**src/rtl/lsu_pkg.sv**
```systemverilog
// lsu_pkg: shared size encodings, controller states and byte-mask helpers for the load/store unit.
package lsu_pkg;

    typedef enum logic [1:0] {SZ_B, SZ_H, SZ_W, SZ_D} size_e;
    typedef enum logic [1:0] {IDLE, ACCESS, RESP} state_e;

    localparam logic [7:0] MASK_B = 8'h01;
    localparam logic [7:0] MASK_H = 8'h03;
    localparam logic [7:0] MASK_W = 8'h0F;
    localparam logic [7:0] MASK_D = 8'hFF;

    function automatic logic [7:0] size_mask(input logic [1:0] size);
        return size == SZ_B ? MASK_B : size == SZ_H ? MASK_H : size == SZ_W ? MASK_W : MASK_D;
    endfunction

    // An access is aligned when the low log2(bytes) address bits are all zero.
    function automatic logic misaligned(input logic [2:0] off, input logic [1:0] size);
        return |(off & 3'((4'd1 << size) - 4'd1));
    endfunction

endpackage

```
**src/rtl/lsu_if.sv**
```systemverilog
// lsu_if: execute request, writeback response and data-memory port of the load/store unit.
interface lsu_if;
    logic        in_valid;
    logic        in_ready;
    logic [63:0] in_addr;
    logic        in_wen;
    logic [1:0]  in_size;
    logic        in_unsigned;
    logic [63:0] in_wdata;
    logic [4:0]  in_rd;
    logic        out_valid;
    logic        out_ready;
    logic [63:0] out_rdata;
    logic [4:0]  out_rd;
    logic        out_misalign;
    logic [63:0] mem_addr;
    logic        mem_ce;
    logic        mem_we;
    logic [63:0] mem_wdata;
    logic [7:0]  mem_wmask;
    logic [63:0] mem_rdata;

    modport slave (
        input  in_valid, in_addr, in_wen, in_size, in_unsigned, in_wdata, in_rd, out_ready, mem_rdata,
        output in_ready, out_valid, out_rdata, out_rd, out_misalign,
               mem_addr, mem_ce, mem_we, mem_wdata, mem_wmask
    );

    modport master (
        output in_valid, in_addr, in_wen, in_size, in_unsigned, in_wdata, in_rd, out_ready, mem_rdata,
        input  in_ready, out_valid, out_rdata, out_rd, out_misalign,
               mem_addr, mem_ce, mem_we, mem_wdata, mem_wmask
    );
endinterface

```
**src/rtl/lsu_load_ext.sv**
```systemverilog
// lsu_load_ext: selects the addressed lanes of a memory doubleword and sign/zero-extends them.
module lsu_load_ext
    import lsu_pkg::*;
(
    input  logic [63:0] rdata_i,
    input  logic [2:0]  off_i,
    input  logic [1:0]  size_i,
    input  logic        uns_i,
    output logic [63:0] data_o
);
    logic [63:0] sh;

    assign sh = rdata_i >> {off_i, 3'b000};

    always_comb
        data_o = size_i == SZ_B ? {{56{~uns_i & sh[7]}}, sh[7:0]} :
                 size_i == SZ_H ? {{48{~uns_i & sh[15]}}, sh[15:0]} :
                 size_i == SZ_W ? {{32{~uns_i & sh[31]}}, sh[31:0]} : sh;
endmodule

```
**src/rtl/lsu_ctrl.sv**
```systemverilog
// lsu_ctrl: accepts one memory op, drives the combinational data memory for a single cycle
// and presents the extended load result (or a misalignment flag) to writeback.
module lsu_ctrl
    import lsu_pkg::*;
#(
    parameter bit ALIGN_ADDR     = 1'b1,
    parameter bit MISALIGN_CHECK = 1'b1
) (
    input logic   clk,
    input logic   reset_n,
    lsu_if.slave  bus
);
    state_e      state_q, state_d;
    logic [63:0] addr_q, addr_d;
    logic        wen_q, wen_d;
    logic [1:0]  size_q, size_d;
    logic        uns_q, uns_d;
    logic [63:0] wdata_q, wdata_d;
    logic [4:0]  rd_q, rd_d;
    logic [63:0] rdata_q, rdata_d;
    logic        mis_q, mis_d;
    logic [63:0] ext;
    logic        acc;
    logic        acs;

    lsu_load_ext u_ext (
        .rdata_i (bus.mem_rdata),
        .off_i   (addr_q[2:0]),
        .size_i  (size_q),
        .uns_i   (uns_q),
        .data_o  (ext)
    );

    always_ff @(posedge clk or negedge reset_n) begin
        if (!reset_n) begin
            state_q <= IDLE;
            addr_q  <= '0;
            wen_q   <= 1'b0;
            size_q  <= '0;
            uns_q   <= 1'b0;
            wdata_q <= '0;
            rd_q    <= '0;
            rdata_q <= '0;
            mis_q   <= 1'b0;
        end else begin
            state_q <= state_d;
            addr_q  <= addr_d;
            wen_q   <= wen_d;
            size_q  <= size_d;
            uns_q   <= uns_d;
            wdata_q <= wdata_d;
            rd_q    <= rd_d;
            rdata_q <= rdata_d;
            mis_q   <= mis_d;
        end
    end

    assign acc = bus.in_valid && bus.in_ready;
    assign acs = state_q == ACCESS;

    // A new accept in RESP coincides with the handoff, so it overrides the return to IDLE.
    always_comb begin
        state_d = state_q;
        addr_d  = addr_q;
        wen_d   = wen_q;
        size_d  = size_q;
        uns_d   = uns_q;
        wdata_d = wdata_q;
        rd_d    = rd_q;
        rdata_d = rdata_q;
        mis_d   = mis_q;
        if (acs) begin
            state_d = RESP;
            rdata_d = wen_q ? '0 : ext;
        end else if (state_q == RESP && bus.out_ready) begin
            state_d = IDLE;
        end
        if (acc) begin
            addr_d  = bus.in_addr;
            wen_d   = bus.in_wen;
            size_d  = bus.in_size;
            uns_d   = bus.in_unsigned;
            wdata_d = bus.in_wdata;
            rd_d    = bus.in_rd;
            rdata_d = '0;
            mis_d   = MISALIGN_CHECK && misaligned(bus.in_addr[2:0], bus.in_size);
            state_d = mis_d ? RESP : ACCESS;
        end
    end

    assign bus.in_ready     = reset_n && (state_q == IDLE || (state_q == RESP && bus.out_ready));
    assign bus.out_valid    = state_q == RESP;
    assign bus.out_rdata    = rdata_q;
    assign bus.out_rd       = rd_q;
    assign bus.out_misalign = mis_q;

    assign bus.mem_ce    = acs;
    assign bus.mem_we    = acs && wen_q;
    assign bus.mem_addr  = acs ? (ALIGN_ADDR ? {addr_q[63:3], 3'b000} : addr_q) : '0;
    assign bus.mem_wdata = acs ? wdata_q << {addr_q[2:0], 3'b000} : '0;
    assign bus.mem_wmask = (acs && wen_q) ? 8'(size_mask(size_q) << addr_q[2:0]) : '0;
endmodule

```
**src/flat_wrapper.sv**
```systemverilog
// flat-port wrapper written by rule: the top's interface ports become plain ports
module lsu_ctrl_flat import lsu_pkg::*;
#(
    parameter bit ALIGN_ADDR     = 1'b1,
    parameter bit MISALIGN_CHECK = 1'b1
)
  (clk, reset_n, bus_in_valid, bus_in_addr, bus_in_wen, bus_in_size, bus_in_unsigned, bus_in_wdata, bus_in_rd, bus_out_ready, bus_mem_rdata, bus_in_ready, bus_out_valid, bus_out_rdata, bus_out_rd, bus_out_misalign, bus_mem_addr, bus_mem_ce, bus_mem_we, bus_mem_wdata, bus_mem_wmask);
  lsu_if bus_i ();
  input logic clk;
  input logic reset_n;
  input wire logic [$bits(bus_i.in_valid)-1:0] bus_in_valid;
  input wire logic [$bits(bus_i.in_addr)-1:0] bus_in_addr;
  input wire logic [$bits(bus_i.in_wen)-1:0] bus_in_wen;
  input wire logic [$bits(bus_i.in_size)-1:0] bus_in_size;
  input wire logic [$bits(bus_i.in_unsigned)-1:0] bus_in_unsigned;
  input wire logic [$bits(bus_i.in_wdata)-1:0] bus_in_wdata;
  input wire logic [$bits(bus_i.in_rd)-1:0] bus_in_rd;
  input wire logic [$bits(bus_i.out_ready)-1:0] bus_out_ready;
  input wire logic [$bits(bus_i.mem_rdata)-1:0] bus_mem_rdata;
  output wire logic [$bits(bus_i.in_ready)-1:0] bus_in_ready;
  output wire logic [$bits(bus_i.out_valid)-1:0] bus_out_valid;
  output wire logic [$bits(bus_i.out_rdata)-1:0] bus_out_rdata;
  output wire logic [$bits(bus_i.out_rd)-1:0] bus_out_rd;
  output wire logic [$bits(bus_i.out_misalign)-1:0] bus_out_misalign;
  output wire logic [$bits(bus_i.mem_addr)-1:0] bus_mem_addr;
  output wire logic [$bits(bus_i.mem_ce)-1:0] bus_mem_ce;
  output wire logic [$bits(bus_i.mem_we)-1:0] bus_mem_we;
  output wire logic [$bits(bus_i.mem_wdata)-1:0] bus_mem_wdata;
  output wire logic [$bits(bus_i.mem_wmask)-1:0] bus_mem_wmask;
  assign bus_i.in_valid = bus_in_valid;
  assign bus_i.in_addr = bus_in_addr;
  assign bus_i.in_wen = bus_in_wen;
  assign bus_i.in_size = bus_in_size;
  assign bus_i.in_unsigned = bus_in_unsigned;
  assign bus_i.in_wdata = bus_in_wdata;
  assign bus_i.in_rd = bus_in_rd;
  assign bus_i.out_ready = bus_out_ready;
  assign bus_i.mem_rdata = bus_mem_rdata;
  assign bus_in_ready = bus_i.in_ready;
  assign bus_out_valid = bus_i.out_valid;
  assign bus_out_rdata = bus_i.out_rdata;
  assign bus_out_rd = bus_i.out_rd;
  assign bus_out_misalign = bus_i.out_misalign;
  assign bus_mem_addr = bus_i.mem_addr;
  assign bus_mem_ce = bus_i.mem_ce;
  assign bus_mem_we = bus_i.mem_we;
  assign bus_mem_wdata = bus_i.mem_wdata;
  assign bus_mem_wmask = bus_i.mem_wmask;
  lsu_ctrl #(.ALIGN_ADDR(ALIGN_ADDR), .MISALIGN_CHECK(MISALIGN_CHECK)) u_core (.clk(clk), .reset_n(reset_n), .bus(bus_i));
endmodule
```
**config.mk**
```make
export PLATFORM = sky130hd
export DESIGN_NAME = lsu_ctrl_flat
export DESIGN_NICKNAME = d
export VERILOG_FILES = /design/src/rtl/lsu_pkg.sv /design/src/rtl/lsu_if.sv /design/src/rtl/lsu_load_ext.sv /design/src/rtl/lsu_ctrl.sv /design/src/flat_wrapper.sv
export SDC_FILE = /design/constraint.sdc
export NUM_CORES = 1
export LEC_CHECK = 0
export ABC_AREA = 1
export CAP_MARGIN = 40
export CORE_ASPECT_RATIO = 0.7
export CORE_MARGIN = 4
export CORE_UTILIZATION = 45
export DETAILED_ROUTE_END_ITERATION = 7
export GPL_ROUTABILITY_DRIVEN = 0
export GPL_TIMING_DRIVEN = 1
export PLACE_DENSITY = 0.87
export SLEW_MARGIN = 20
export SYNTH_ARGS = -nofsm -noshare
export SYNTH_HDL_FRONTEND = slang
export SYNTH_SLANG_ARGS = --single-unit
```
**constraint.sdc**
```tcl
create_clock -name clk -period 2.5 [get_ports clk]
set_clock_uncertainty 0.05 [all_clocks]
set_input_delay 0.5 -clock clk [delete_from_list [all_inputs] [get_ports clk]]
set_output_delay 0.5 -clock clk [all_outputs]
set_load 0.01 [all_outputs]
```
Word level (Yosys, flattened, before mapping)
Index checks and enable logic that the tools add are counted.

Add/subtract/negate cells: 1. Equal/unequal tests: 4. Shift-type cells: 4. Muxes and demuxes: 16. Bitwise operators: 5. Reductions and logical operators: 10.

Operators by type and width (number): two-way mux 64 bit (8); << shifter 64 x 6 -> 64 bit (1); >> shifter 64 x 6 -> 64 bit (1); two-way mux 8 bit (4); two-way mux 2 bit (4); << shifter 8 x 3 -> 8 bit (1); == test 2 x 1 -> 1 bit (second input constant) (2); == test 2 bit (second input constant) (2); logical AND 1 bit (4); logical NOT 2 bit (2); bitwise AND 1 bit (3); bitwise AND 3 bit (1); nonzero test 3 bit (1); OR reduction 3 bit (1); << shifter 1 x 2 -> 3 bit (first input constant) (1); subtractor 3 x 1 -> 3 bit (second input constant) (1); nonzero test 2 bit (1); logical OR 1 bit (1); inverter 1 bit (1).

Register bits: 204. Logic and storage cells: 49.

Logic depth before layout (Yosys ltp)
Word-level depth: 8. Depth in mapped cells: 14. Depth with buffers taken out: 11.

Hierarchy
A second synthesis with hierarchy kept.

Cells, all modules: 2032. Area, all modules: 12884.9 µm².

Modules (own cells, without submodules): lsu_ctrl (times used 1, cells each 1481, area an instance 10445.0 µm², sequential area each 5104.9 µm²); lsu_load_ext (times used 1, cells each 551, area an instance 2439.8 µm², sequential area each 0.0 µm²).

Least setup slack after synthesis
Ideal clock, no wire load.

Path type: reg-to-output. Start: register u_core.addr_q[0]. End: output port bus_mem_wdata[62]. Arrival time: 1.546 ns. Data required time: 1.950 ns. Path slack: 0.404 ns. Stages on the path, launching flop included: 10. Cells stage by stage: dfrtp_1 -> buf_6 -> buf_6 -> buf_6 -> buf_2 -> buf_2 -> mux2i_1 -> nand2_1 -> nand3_1 -> o21ai_0.

Longest elaborated chain between the ends: 2.

RTL lines: from (decl) (line lsu_ctrl.sv:14) `logic [63:0] addr_q, addr_d;`; from (signal assigned) (line lsu_ctrl.sv:47) `addr_q <= addr_d;`; << shifter 64 x 6 -> 64 bit (line lsu_ctrl.sv:100) `assign bus.mem_wdata = acs ? wdata_q << {addr_q[2:0], 3'b000} : '0;`; two-way mux 64 bit (line lsu_ctrl.sv:100); to (decl) (line flat_wrapper.sv:28) `output wire logic [$bits(bus_i.mem_wdata)-1:0] bus_mem_wdata;`.

No other way between the ends.

Worst setup path in the final report
Start: register u_core.addr_q[0]. End: output port bus_mem_wdata[19].

The elaborated chain is that of the path after synthesis.

==> results.sh <==
export IMPL_syn2layout_area_growth_pct=49.85
export IMPL_vias=14569
export IMPL_path_cells="buf_12, buf_12, buf_16, o21ai_2, a22oi_2, nor2_1, clkdlybuf4s15_2"
export IMPL_cts_sinks=204
export IMPL_yosysUniqueCellTypes=36
export IMPL_synthCells=1800
export IMPL_antenna_found_initial=10
export IMPL_grt_start_max_net_pins=144
export IMPL_maxCapViolCount=0
export IMPL_clock_root_buffer="clkbuf_16"
export IMPL_drc=2
export IMPL_leakagePower_nw=9.144
export IMPL_timing_slew_headroom=0.4410
export IMPL_worstSetupEndpointType="primary output"
export IMPL_coreArea_um2=25990
export IMPL_cts_clk_slew_worst_paths_ps=60
export IMPL_grt_usage=0.3278
export IMPL_synth_most_common_cell="nand2_1"
export IMPL_critical_path_max_stage_delay_ps=520
export IMPL_die_y_um=144.8
export IMPL_crit_type="reg2out"
export IMPL_crit_top_cell="buf_12"
export IMPL_synth_area_top_cells="dfrtp_1, nand2_1, o21ai_0, nand3_1, nor2_1"
export IMPL_critPathBufInv=4
export IMPL_die_area_um2=29460
export IMPL_seq_area_um2=5110
export IMPL_setup_ws_ps=-170.4
export IMPL_n_fill_cell=2107
export IMPL_antenna_left=0
export IMPL_synth_compound_area_share=0.1118
export IMPL_drt_iter0_drc=2031
export IMPL_synth_warnings=0
export IMPL_hold_violations=0
export IMPL_critPathSlowestCell="dfrtp_4"
export IMPL_whs_ps=70.49
export IMPL_period_needed_ps=2670
export IMPL_clk_latency_ps=510
export IMPL_status="complete, but fails checks"
export IMPL_synth_edff_count=0
export IMPL_layout_drive_gt1_share=0.1752
export IMPL_cp_required_ps=1950
export IMPL_synth_top_area_cell="dfrtp_1"
export IMPL_cts_buffer_depth=3
export IMPL_ys_ff_latch=204
export IMPL_ys_top_cells_by_count="nand2_1, dfrtp_1, o21ai_0"
export IMPL_async_flop_share=1.000
export IMPL_vias_per_cell=5.645
export IMPL_rsz0062_at_grt="true"
export IMPL_grt_pass1_wl_mm=76.68
export IMPL_row_count=49
export IMPL_post_route_period_util=1.068
export IMPL_tritoncts="yes"
export IMPL_pin_count=415
export IMPL_worst_slew_pin_slew_ps=838.4
export IMPL_crit_arrival_ps=2120
export IMPL_cts_buffers=22
export IMPL_synth_flop_cell="dfrtp_1"
export IMPL_nets=2406
export IMPL_ctsHoldBuffers=0
export IMPL_critPathTopFamily="buffers and inverters"
export IMPL_synth_area_um2=12030
export IMPL_avgSynthCellArea_um2=6.685
export IMPL_setup_viol=53
export IMPL_fmax_mhz=374.5
export IMPL_htree_levels=1
export IMPL_synth_mux_area_frac=0.01414
export IMPL_die_width_um=203.4
export IMPL_first_pass_iters=8
export IMPL_start_kind="flop"
export IMPL_worstHoldPathType="in2async"
export IMPL_ys_seq_area_frac=0.4242
export IMPL_dpl_hpwl_mm=35.77
export IMPL_multi_input_area_um2=6441
export IMPL_p_per_area_nw_per_um2=396.7
export IMPL_synth_top_family_by_area="simple AND/OR/NAND/NOR gates"
export IMPL_overflow=0
export IMPL_grt_pass1_vias=13637
export IMPL_start_util=0.4629
export IMPL_violations="design-rule violations, negative setup slack"
export IMPL_synth_adder_area_share=0
export IMPL_final_util=0.6936
export IMPL_yosys_area_share_simple=0.3623
export IMPL_slew_viol_final=0
export IMPL_vdd_drop_max_v=0.0005549
export IMPL_wl_per_cell_um=20.00
export IMPL_crit_fanout=5
export IMPL_drt_wl_total_mm=51.62
export IMPL_io_buffer_count=411
export IMPL_synth_xor_area_share=0
export IMPL_yosys_area_top_type_share=0.4242
metal layers:
metal / up-vias / GRT usage / share of wire
li1: 6502 / - / -
met1: 6786 / 0.4514 / 0.40
met2: 1078 / 0.4934 / 0.42
met3: 199 / 0.09624 / 0.13
met4: 4 / 0.1270 / 0.047
met5: - / 0 / 0.00050
registers in the layout, summed over array words and instances (netlist names):
name and flops:
u_core.addr_q 64, u_core.bus.out_misalign 1, u_core.bus.out_rd 5, u_core.bus.out_rdata 64
u_core.size_q 2, u_core.state_q 2, u_core.uns_q 1, u_core.wdata_q 64
u_core.wen_q 1
layout by cell type, fill, tap and decap left out, types with 5 or more instances in the layout:
master,count
a21oi_1,16
nor2_4,5
nor2_1,116
nand2_2,17
o21ai_0,122
buf_8,6
o21ai_4,8
o21ai_2,17
nand2_1,766
diode_2,9
clkbuf_8,5
buf_16,7
nor2_2,8
clkbuf_2,64
dfrtp_1,202
o22ai_1,6
clkdlybuf4s50_1,275
buf_2,59
a22oi_2,8
nand2_4,10
buf_4,44
nand3_2,13
inv_2,7
buf_12,25
mux2i_1,7
inv_1,96
clkdlybuf4s15_2,6
nand3_1,138
or2_2,9
o31ai_1,9
buf_6,13
mux2i_4,9
clkbuf_16,24
clkbuf_1,6
o21ai_1,43
final cells by class:
class | instances | area share
antenna | 9 | 0.001249
clock buffer | 32 | 0.03483
clock inverter | 6 | 0.005343
inverter | 110 | 0.02463
multi-input combinational | 1357 | 0.3572
sequential | 204 | 0.2834
tap | 357 | 0.02477
timing repair buffer | 506 | 0.2685
worst min-delay path, stage by stage:
cell and delay (ps):
clkbuf_8 120, buf_4 130, buf_16 270
stage by stage:
| stage | TNS, ps | worst slack, ps | std cells | power [mW] | instance area, um2 |
|---|---|---|---|---|---|
| floorplan | 0 | 403.7 | 1802 | 3.428 | 12040 |
| global placement | -34.43 | -15.48 | 2495 | 3.852 | 16660 |
| detailed placement | -139.1 | -36.75 | 2495 | 3.861 | 16660 |
| CTS | -4786 | -200.4 | 2559 | 7.187 | 17860 |
| global route | -7739 | -211.7 | 2580 | 7.359 | 18030 |
| finish | -4325 | -170.4 | 2581 | 7.153 | 18030 |
path summary, 6_finish.rpt:
| kind | from | end | slack, ps | cells past startpoint |
|---|---|---|---|---|
| worst min-delay path | reset_n | u_core.addr_q[58]$_DFFE_PN0P_ | 70 | 3 |
| min in group clk | u_core.bus.out_rd[0]$_DFFE_PN0P_ | u_core.bus.out_rd[0]$_DFFE_PN0P_ | 430 | 2 |
| worst max register to register | u_core.addr_q[0]$_DFFE_PN0P_ | u_core.bus.out_rdata[28]$_DFFE_PN0P_ | 70 | 12 |
| max in group asynchronous | reset_n | u_core.wdata_q[54]$_DFFE_PN0P_ | 1650 | 2 |
| worst min register to register | u_core.bus.out_rd[0]$_DFFE_PN0P_ | u_core.bus.out_rd[0]$_DFFE_PN0P_ | 430 | 2 |
| worst max-delay path | u_core.addr_q[0]$_DFFE_PN0P_ | bus_mem_wdata[19] | -170 | 7 |
report_power, final:
| part | internal [mW] | leakage [nW] | switching (mW) |
|---|---|---|---|
| logic | 0.311 | 6.37 | 0.200 |
| registers | 3.30 | 2.42 | 0 |
| clock network | 1.95 | 0.346 | 1.39 |
timing repair:
item / 4_1_cts / 5_1_grt
buffers inserted: 19 / 10
cloned: 7 / 2
resized for setup: 482 / 214
pin swaps: 37 / 35
endpoints found under the setup margin: 134 / 124
kinds of logic (layout without fill, tap and decap cells):
family	Yosys count	after routing
and+or+nand+nor	1089	1089
AOI/OAI and AO/OA	248	248
other	1	12
DFF	204	204
muxes	17	17
buffers and inverters	241	654
Power figures use the tool's default switching activity.
